==> src/rtl/ex_pkg.sv <==
// Shared types for the execute-stage flag/branch back end: branch condition
// codes, FSM states, queue entry layout, status bit positions and the branch
// condition evaluator.
package ex_pkg;

  localparam int EX_DATA_W = 16;
  localparam int EX_DEST_W = 3;

  // Bit positions inside the {Z,N,G,E} status register
  localparam int STATUS_Z = 3;
  localparam int STATUS_N = 2;
  localparam int STATUS_G = 1;
  localparam int STATUS_E = 0;

  typedef enum logic [2:0] {
    BR_NONE   = 3'd0,
    BR_EQ     = 3'd1,
    BR_NE     = 3'd2,
    BR_GT     = 3'd3,
    BR_LT     = 3'd4,
    BR_Z      = 3'd5,
    BR_ALWAYS = 3'd6,
    BR_RSVD   = 3'd7
  } br_cond_t;

  typedef enum logic {
    RUN    = 1'b0,
    SQUASH = 1'b1
  } ex_state_t;

  // Writeback queue entry at default widths; the top packs the same field
  // order {result, dest, wr_en} into a flat vector sized by its parameters.
  typedef struct packed {
    logic [EX_DATA_W-1:0] result;
    logic [EX_DEST_W-1:0] dest;
    logic                 wr_en;
  } ex_entry_t;

  // Resolve a branch condition against the architectural status flags.
  // The reserved encoding behaves like BR_NONE.
  function automatic logic br_eval(input br_cond_t cond, input logic [3:0] st);
    logic taken;
    case (cond)
      BR_NONE:   taken = 1'b0;
      BR_EQ:     taken = st[STATUS_E];
      BR_NE:     taken = ~st[STATUS_E];
      BR_GT:     taken = st[STATUS_G];
      BR_LT:     taken = st[STATUS_N];
      BR_Z:      taken = st[STATUS_Z];
      BR_ALWAYS: taken = 1'b1;
      default:   taken = 1'b0;
    endcase
    return taken;
  endfunction

endpackage

==> src/rtl/ex_skid_fifo.sv <==
// Two-entry queue toward writeback. The head lives in its own register so a
// push into an empty queue is visible at the head right after the edge, and
// head contents never move while the head is not popped.
module ex_skid_fifo #(
  parameter int WIDTH = 20
) (
  input  logic             clk,
  input  logic             rst_n,
  input  logic             push,
  input  logic             pop,
  input  logic [WIDTH-1:0] push_data,
  output logic [WIDTH-1:0] head_data,
  output logic [1:0]       count
);

  logic [WIDTH-1:0] head_r;
  logic [WIDTH-1:0] tail_r;
  logic [1:0]       count_r;

  // Head/tail storage and occupancy; push into a full queue is blocked upstream
  always_ff @(posedge clk or negedge rst_n) begin
    if (!rst_n) begin
      head_r  <= {WIDTH{1'b0}};
      tail_r  <= {WIDTH{1'b0}};
      count_r <= 2'd0;
    end else begin
      case ({push, pop})
        2'b10: begin
          if (count_r == 2'd0) begin
            head_r  <= push_data;
            count_r <= 2'd1;
          end else if (count_r == 2'd1) begin
            tail_r  <= push_data;
            count_r <= 2'd2;
          end else begin
            count_r <= count_r;
          end
        end
        2'b01: begin
          if (count_r == 2'd2) begin
            head_r  <= tail_r;
            count_r <= 2'd1;
          end else if (count_r == 2'd1) begin
            count_r <= 2'd0;
          end else begin
            count_r <= count_r;
          end
        end
        2'b11: begin
          if (count_r == 2'd2) begin
            head_r <= tail_r;
            tail_r <= push_data;
          end else begin
            // count 1: the new entry replaces the departing head; count 0
            // cannot pop, so this only ever sees count 1 in practice
            head_r  <= push_data;
            count_r <= 2'd1;
          end
        end
        default: begin
          count_r <= count_r;
        end
      endcase
    end
  end

  assign head_data = head_r;
  assign count     = count_r;

endmodule

==> src/rtl/ex_flag_branch_unit.sv <==
// Execute-stage back end behind the ALU: holds the {Z,N,G,E} status register,
// resolves conditional branches against it, drops wrong-path instructions for
// SQUASH_CYCLES cycles after a taken branch, and queues results to writeback.
// Optional: define EX_PERF_CNT_EN to build the retired/squashed counters;
// otherwise perf_retired and perf_squashed are tied to zero.
module ex_flag_branch_unit
  import ex_pkg::*;
#(
  parameter int DATA_WIDTH    = 16,
  parameter int DEST_WIDTH    = 3,
  parameter int SQUASH_CYCLES = 2
) (
  input  logic                  clk,
  input  logic                  rst_n,
  input  logic                  in_valid,
  output logic                  in_ready,
  input  logic [DATA_WIDTH-1:0] in_result,
  input  logic                  in_zero,
  input  logic                  in_neg,
  input  logic                  in_grt,
  input  logic                  in_eq,
  input  logic                  in_set_flags,
  input  logic [2:0]            in_br_cond,
  input  logic [DATA_WIDTH-1:0] in_br_target,
  input  logic [DEST_WIDTH-1:0] in_dest,
  input  logic                  in_wr_en,
  output logic                  out_valid,
  input  logic                  out_ready,
  output logic [DATA_WIDTH-1:0] out_result,
  output logic [DEST_WIDTH-1:0] out_dest,
  output logic                  out_wr_en,
  output logic [3:0]            status,
  output logic                  redirect_valid,
  output logic [DATA_WIDTH-1:0] redirect_pc,
  output logic [15:0]           perf_retired,
  output logic [15:0]           perf_squashed
);

  localparam int ENTRY_W = DATA_WIDTH + DEST_WIDTH + 1;
  localparam int CNT_W   = (SQUASH_CYCLES > 1) ? $clog2(SQUASH_CYCLES + 1) : 1;
  localparam logic [CNT_W-1:0] SQ_LOAD = CNT_W'(SQUASH_CYCLES);

  ex_state_t             state_r;
  ex_state_t             state_nxt_s;
  logic [CNT_W-1:0]      sq_cnt_r;
  logic [CNT_W-1:0]      sq_cnt_nxt_s;
  logic [3:0]            status_r;
  logic                  redirect_valid_r;
  logic [DATA_WIDTH-1:0] redirect_pc_r;
  logic [1:0]            fifo_count_s;
  logic [ENTRY_W-1:0]    head_s;
  logic                  in_ready_s;
  logic                  accept_s;
  logic                  live_s;
  logic                  taken_s;
  logic                  pop_s;

  // Input handshake: wrong-path cycles swallow everything, otherwise wait for queue room
  always_comb begin
    in_ready_s = 1'b0;
    if (state_r == SQUASH) begin
      in_ready_s = 1'b1;
    end else begin
      in_ready_s = (fifo_count_s != 2'd2);
    end
  end

  assign accept_s = in_valid && in_ready_s;
  assign live_s   = accept_s && (state_r == RUN);
  // Status is the registered value, so a flag-setting branch never sees its own flags
  assign taken_s  = live_s && br_eval(br_cond_t'(in_br_cond), status_r);
  assign pop_s    = (fifo_count_s != 2'd0) && out_ready;

  ex_skid_fifo #(
    .WIDTH(ENTRY_W)
  ) u_fifo (
    .clk      (clk),
    .rst_n    (rst_n),
    .push     (live_s),
    .pop      (pop_s),
    .push_data({in_result, in_dest, in_wr_en}),
    .head_data(head_s),
    .count    (fifo_count_s)
  );

  // Next-state logic: a taken branch opens a fixed-length drop window
  always_comb begin
    state_nxt_s  = state_r;
    sq_cnt_nxt_s = sq_cnt_r;
    case (state_r)
      RUN: begin
        if (taken_s && (SQUASH_CYCLES > 0)) begin
          state_nxt_s  = SQUASH;
          sq_cnt_nxt_s = SQ_LOAD;
        end else begin
          state_nxt_s  = RUN;
          sq_cnt_nxt_s = {CNT_W{1'b0}};
        end
      end
      SQUASH: begin
        sq_cnt_nxt_s = sq_cnt_r - CNT_W'(1);
        if (sq_cnt_r <= CNT_W'(1)) begin
          state_nxt_s = RUN;
        end else begin
          state_nxt_s = SQUASH;
        end
      end
      default: begin
        state_nxt_s  = RUN;
        sq_cnt_nxt_s = {CNT_W{1'b0}};
      end
    endcase
  end

  // FSM state and squash countdown registers
  always_ff @(posedge clk or negedge rst_n) begin
    if (!rst_n) begin
      state_r  <= RUN;
      sq_cnt_r <= {CNT_W{1'b0}};
    end else begin
      state_r  <= state_nxt_s;
      sq_cnt_r <= sq_cnt_nxt_s;
    end
  end

  // Architectural status: only accepted, on-path flag setters update it
  always_ff @(posedge clk or negedge rst_n) begin
    if (!rst_n) begin
      status_r <= 4'b0000;
    end else if (live_s && in_set_flags) begin
      status_r <= {in_zero, in_neg, in_grt, in_eq};
    end else begin
      status_r <= status_r;
    end
  end

  // One-cycle redirect pulse; the target is kept until the next taken branch
  always_ff @(posedge clk or negedge rst_n) begin
    if (!rst_n) begin
      redirect_valid_r <= 1'b0;
      redirect_pc_r    <= {DATA_WIDTH{1'b0}};
    end else begin
      redirect_valid_r <= taken_s;
      if (taken_s) begin
        redirect_pc_r <= in_br_target;
      end else begin
        redirect_pc_r <= redirect_pc_r;
      end
    end
  end

  assign in_ready       = in_ready_s;
  assign out_valid      = (fifo_count_s != 2'd0);
  assign out_result     = head_s[ENTRY_W-1 -: DATA_WIDTH];
  assign out_dest       = head_s[DEST_WIDTH:1];
  assign out_wr_en      = head_s[0];
  assign status         = status_r;
  assign redirect_valid = redirect_valid_r;
  assign redirect_pc    = redirect_pc_r;

`ifdef EX_PERF_CNT_EN
  logic [15:0] perf_retired_r;
  logic [15:0] perf_squashed_r;
  logic        drop_s;

  assign drop_s = accept_s && (state_r == SQUASH);

  // Free-running event counters; wrap naturally at 16 bits
  always_ff @(posedge clk or negedge rst_n) begin
    if (!rst_n) begin
      perf_retired_r  <= 16'd0;
      perf_squashed_r <= 16'd0;
    end else begin
      if (pop_s) begin
        perf_retired_r <= perf_retired_r + 16'd1;
      end else begin
        perf_retired_r <= perf_retired_r;
      end
      if (drop_s) begin
        perf_squashed_r <= perf_squashed_r + 16'd1;
      end else begin
        perf_squashed_r <= perf_squashed_r;
      end
    end
  end

  assign perf_retired  = perf_retired_r;
  assign perf_squashed = perf_squashed_r;
`else
  assign perf_retired  = 16'd0;
  assign perf_squashed = 16'd0;
`endif

endmodule
==> config.mk <==
export PLATFORM = sky130hd
export DESIGN_NAME = ex_flag_branch_unit
export DESIGN_NICKNAME = d
export VERILOG_FILES = /design/src/rtl/ex_pkg.sv /design/src/rtl/ex_skid_fifo.sv /design/src/rtl/ex_flag_branch_unit.sv
export SDC_FILE = /design/constraint.sdc
export NUM_CORES = 1
export LEC_CHECK = 0
export BUFFER_PORTS_ARGS = -buffer_cell sky130_fd_sc_hd__buf_2
export CORE_ASPECT_RATIO = 0.6
export CORE_MARGIN = 2
export CORE_UTILIZATION = 44
export DETAILED_ROUTE_END_ITERATION = 12
export GPL_ROUTABILITY_DRIVEN = 0
export GPL_TIMING_DRIVEN = 0
export HOLD_SLACK_MARGIN = 0.06
export PLACE_DENSITY_LB_ADDON = 0.25
export SLEW_MARGIN = 30
export SYNTH_ARGS = -nofsm -noshare
export SYNTH_HDL_FRONTEND = slang
export SYNTH_SLANG_ARGS = --single-unit
==> constraint.sdc <==
create_clock -name clk -period 1.9 [get_ports clk]
set_clock_uncertainty 0.05 [all_clocks]
set_input_delay 0.285 -clock clk [delete_from_list [all_inputs] [get_ports clk]]
set_output_delay 0.285 -clock clk [all_outputs]
set_load 0.01 [all_outputs]
* Word-level counts from Yosys, hierarchy flattened
Cells that the tools add are included.
Cells by class: $add $sub $neg 1, $lt $le $gt $ge 1, equal/unequal tests 20, mux-type cells 21, bitwise gates (word level) 2, reductions and logical operators 12
Operators by type and width (number):
- 20-bit two-way mux | 6
- 20-bit case mux with 3 select lines | 1
- 20-bit case mux with 2 select lines | 1
- 2-bit two-way mux | 6
- 3-bit equality test (second input constant) | 3
- 2-bit by 1-bit inequality test with 1-bit output (second input constant) | 4
- 4-bit AND reduction | 2
- 2-bit equality test (second input constant) | 3
- 3-bit by 2-bit equality test with 1-bit output (second input constant) | 2
- 2-bit inequality test (second input constant) | 3
- 3-bit by 1-bit inequality test with 1-bit output (second input constant) | 2
- 1-bit case mux with 6 select lines | 1
- 2-bit case mux with 3 select lines | 1
- 1-bit logical AND | 5
- 2-bit by 1-bit equality test with 1-bit output (second input constant) | 2
- 2-bit case mux with 2 select lines | 1
- 2-bit nonzero test | 2
- 3-bit by 1-bit equality test with 1-bit output (second input constant) | 1
- 1-bit two-way mux | 3
- 3-bit AND reduction | 1
- 3-bit nonzero test | 1
- 2-bit by 1-bit <= comparator with 1-bit output (second input constant) | 1
- 2-bit zero test | 1
- 1-bit inverter | 2
- 2 further kinds | 2
Storage, ports and cells: flip-flop bits (word level) 66, output and inout port bits 75, logic and storage cells 65

* Logic depth before layout (Yosys ltp)
depth after elaboration 7, mapped depth 6, depth with buffers taken out 4

* Cells and area by module
A second synthesis with hierarchy kept.
Unflattened totals: cells, all modules 256, area, all modules 3216.8 µm²
Modules (own cells, without submodules):
- ex_skid_fifo | instances 1, cells each 157, area each 1946.9 µm², seq. area each 1051.0 µm²
- ex_flag_branch_unit | instances 1, cells each 99, area each 1270.0 µm², seq. area each 600.6 µm²

* Worst setup path after synthesis
Ideal clock, no wire load.
kind reg-to-reg, from reg state_r, to reg redirect_pc_r[10], in the netlist redirect_pc[10], library setup time 0.125 ns, arrival 1.671 ns, setup slack 0.054 ns, cell stages (with the launch flop) 7, buffers on the path 2, period minus slack after synthesis 1.846 ns, cell sequence dfrtp_1 nor2b_2 buf_6 o311ai_1 a221oi_4 buf_8 mux2_4
Between the ends: cells in the longest elaborated chain, start to end 4
RTL lines:
- start: declaration | line ex_flag_branch_unit.sv:43 | ex_state_t state_r;
- start signal: assignment | line ex_flag_branch_unit.sv:121 | state_r <= state_nxt_s;
- 1-bit two-way mux | line ex_flag_branch_unit.sv:61 | if (state_r == SQUASH) begin
- 1-bit logical AND | line ex_flag_branch_unit.sv:68 | assign accept_s = in_valid && in_ready_s;
- 1-bit logical AND * | line ex_flag_branch_unit.sv:69 | assign live_s = accept_s && (state_r == RUN);
- 1-bit logical AND * | line ex_flag_branch_unit.sv:71 | assign taken_s = live_s && br_eval(br_cond_t'(in_br_cond), status_r);
- named net taken_s | line ex_flag_branch_unit.sv:55 | logic taken_s;
- end signal: assignment | line ex_flag_branch_unit.sv:141 | redirect_pc_r <= {DATA_WIDTH{1'b0}};
- end signal: assignment | line ex_flag_branch_unit.sv:145 | redirect_pc_r <= in_br_target;
- end signal: assignment | line ex_flag_branch_unit.sv:147 | redirect_pc_r <= redirect_pc_r;
- end: declaration | line ex_flag_branch_unit.sv:49 | logic [DATA_WIDTH-1:0] redirect_pc_r;
Mark *: on every way through the listed nets, which the timed path passes. The rest lies on a longest branch. A chain may end at the register's enable or synchronous reset.

* Final worst setup path
from reg state_r, to reg redirect_pc_r[8], in the netlist redirect_pc[8]
Same word-level chain as after synthesis.

==> flow_summary.toml <==
[run_status]
outcome = "finished clean"

[synth]
synthDistinctLibCells = 30
post_synth.cell_area_avg_um2 = 12.6
synth_top_family_by_area = "multiplexers"
muxShareOfSynthArea_pct = 22.6
yosysMostFrequentCell = "dfrtp_1"
synth_cells = 242
synth_top_area_cell = "dfrtp_1"
ys_seq_area_share_pct = 54.3
yosys.area.top_type_share_pct = 54.3
synth_compound_area_share_pct = 6.79
ys_warn_count = 0
synth_edf_count = 0
ys_async_sr_fraction_pct = 100
synth_flop_cell = "dfrtp_1"
ys_ff_latch = 66
synthTopCellsByArea = "dfrtp_1 (54%), mux2_2 (12%), buf_4 (8.1%), mux2i_1 (6.9%), a21oi_1 (3.8%)"
syn_area_um2 = 3040
synth_xor_area_share_pct = 0
synthSimpleGateAreaFrac_pct = 5.14
synth_adder_area_share_pct = 0.411
synthTopCellsByCount = "dfrtp_1 (66), buf_4 (33), mux2_2 (33)"

[global_route]
grt_usage_pct = 17.0
grt_pass1_vias = 2026
overflow = 0
antenna_found_initial = 0
grt_max_degree = 35
grt_pass1_wl_um = 9930

[placed_design]
hpwl_um = 4360
io_buffer_count = 90
placed_area_um2 = 3740
dp_cells = 451

[cts]
clock-sinks = 66
cts_tree = "built"
clock_latency_ps = 320
cts_root_buffer = "clkbuf_16"
path_clk_slew_ps = 50
clock_path_buffers = 2
cts-buffers-inserted = 9
htreeDepth = 3

[setup_path]
cp.arrival_ps = 1960
startpoint = "state_r"
path_class = "register to register"
path_max_fanout = 10
r2r-start = "state_r"
crit_required_ps = 2050
cp-end-kind = "register"
cp-start-kind = "register"

[power_and_ir_drop]
power_frac_comb_pct = 38.0
p_seq_share_pct = 37.7
clkPwrFrac_pct = 24.3
p_sw_mw = 2.11
power.density_nw_per_um2 = 1610
internal-power_mw = 4.50
switching_share_pct = 31.9
leakagePower_nw = 2.06
peakVddDrop_uv = 877

[routing]
ant_nets = 0
routed_via_density = 4.48
wl_met2_um = 2850
vias = 2104
top_layer = "met4"
drtIter0Drc = 91
wl_met1_um = 2820
wl_met3_um = 463
drc = 0
totalWireLength_um = 6170
wl_per_cell_um = 13.1
firstDrtPassIters = 4

[cells_and_area]
n_fill_cell = 565
seq_area_um2 = 1650
diodes = 0
layout.cells.non_filler = 470
final_layout_size_suffix_gt1_share_pct = 50.9
nets = 429
area_delta_synth_final_pct = 34.8
final_area_um2 = 4100
multiInputGateArea_um2 = 1180

[timing]
slew_headroom_pct = 66.2
hold_slack_ps = 145
setup_viol = 0
timing_hold_violations_final = 0
fmax_ghz = 0.554
rsz0062_at_grt = "no"
drv_slew = 0
worstMarginPinSlew_ps = 507
fin_crit_ps = 1810
tns_ps = 0
fin_crit_sh_pct = 95.1

[worst_hold_path]
hp-class = "input port to register"
min_from = "in_br_target[9]"

[floorplan]
ioPinCount = 123
die_h_um = 68.4
start_util_pct = 45.6
fp.coreArea_um2 = 6680
die-area_um2 = 7620
rows = 23
die_w_um = 111

[flow_run]
drv_cap = 0
sequential cells by signal (all words and copies together) (netlist names):
name	flops
redirect_valid	1
u_fifo.head_data	20
u_fifo.tail_r	20
u_fifo.count	2
status	4
redirect_pc	16
state_r	1
sq_cnt_r	2
path summary, 6_finish.rpt:
check,depth (start not counted),to,slack [ps]
max in group asynchronous,3,u_fifo.tail_r[0],870
min reg2reg,1,sq_cnt_r[0],380
min,2,redirect_pc[9],140
max reg2reg,7,redirect_pc[8],90
max,7,redirect_pc[8],90
min in group asynchronous,2,status[1],410
cell usage in the layout (no fill, tap or decap), types with 2 or more instances in the layout:
cell       synthesis  layout
mux2i_1           21      21
nand2_1            2       2
buf_12             0       3
clkbuf_1           4       2
buf_4             33      36
buf_2              4      93
o22ai_1            2       2
o21bai_1           2       2
dfrtp_1           66      66
clkinv_2           0       2
clkbuf_2           0       2
inv_1              4       4
nor2_1            22      22
a21oi_1           23      23
clkbuf_16          0       9
conb_1             1      32
clkbuf_8           0       2
nor2b_1            2       2
mux2_4             7       7
or2_2              2       2
mux2_2            33      33
worst max-delay path, stage by stage, from the launching register on:
cell,delay (ps)
dfrtp_1,390
nor2b_2,120
buf_6,130
o311ai_1,140
a221oi_4,250
buf_12,160
buf_8,140
mux2_4,300
cell families after synthesis:
logic type | Yosys count
AOI/OAI and AO/OA | 33
DFF | 66
other | 1
and+or+nand+nor | 33
buffers and inverters | 47
adders and majority gates | 1
muxes | 61
power by group through the flow:
stage	registers (mW)	logic, mW	clock network (mW)
floorplan	2.68	1.42	0
global placement	2.49	2.37	0
finish	2.49	2.51	1.61
CTS	2.50	2.51	1.65
detailed placement	2.51	2.44	0
global route	2.58	2.75	1.73
metrics by stage:
stage | power (mW) | setup slack [ps] | util, %
after global placement | 4.86 | -155 | 55.7
after global routing | 7.06 | 0.914 | 61.4
after CTS | 6.66 | 29.6 | 61.3
after detailed placement | 4.94 | -200 | 56.0
after floorplan | 4.10 | 53.8 | -
final | 6.61 | 93.5 | 61.4
cell type report:
| type | instances | area share [%] |
|---|---|---|
| flip-flops and latches | 66 | 40.3 |
| multi-input cells | 160 | 28.8 |
| repair buffers | 96 | 13.1 |
| plain buffers | 43 | 7.60 |
| clock buffers | 11 | 6.16 |
| well taps | 87 | 2.65 |
| clock inverters | 3 | 0.977 |
| inverters | 4 | 0.366 |
what timing repair did:
item | CTS | global route
setup buffers | 3 | 1
gates resized for setup | 0 | 4
endpoints found under the hold margin | 32 | 0
hold buffers | 1 | 0
endpoints found under the setup margin | 16 | 18
layer usage:
| layer | global-route usage, % | vias up |
|---|---|---|
| met5 | 0 | - |
| met1 | 21.5 | 988 |
| li1 | - | 1038 |
| met4 | 5.40 | 0 |
| met3 | 6.82 | 6 |
| met2 | 27.1 | 72 |
Note: power is estimated with default switching activity, not from simulation.
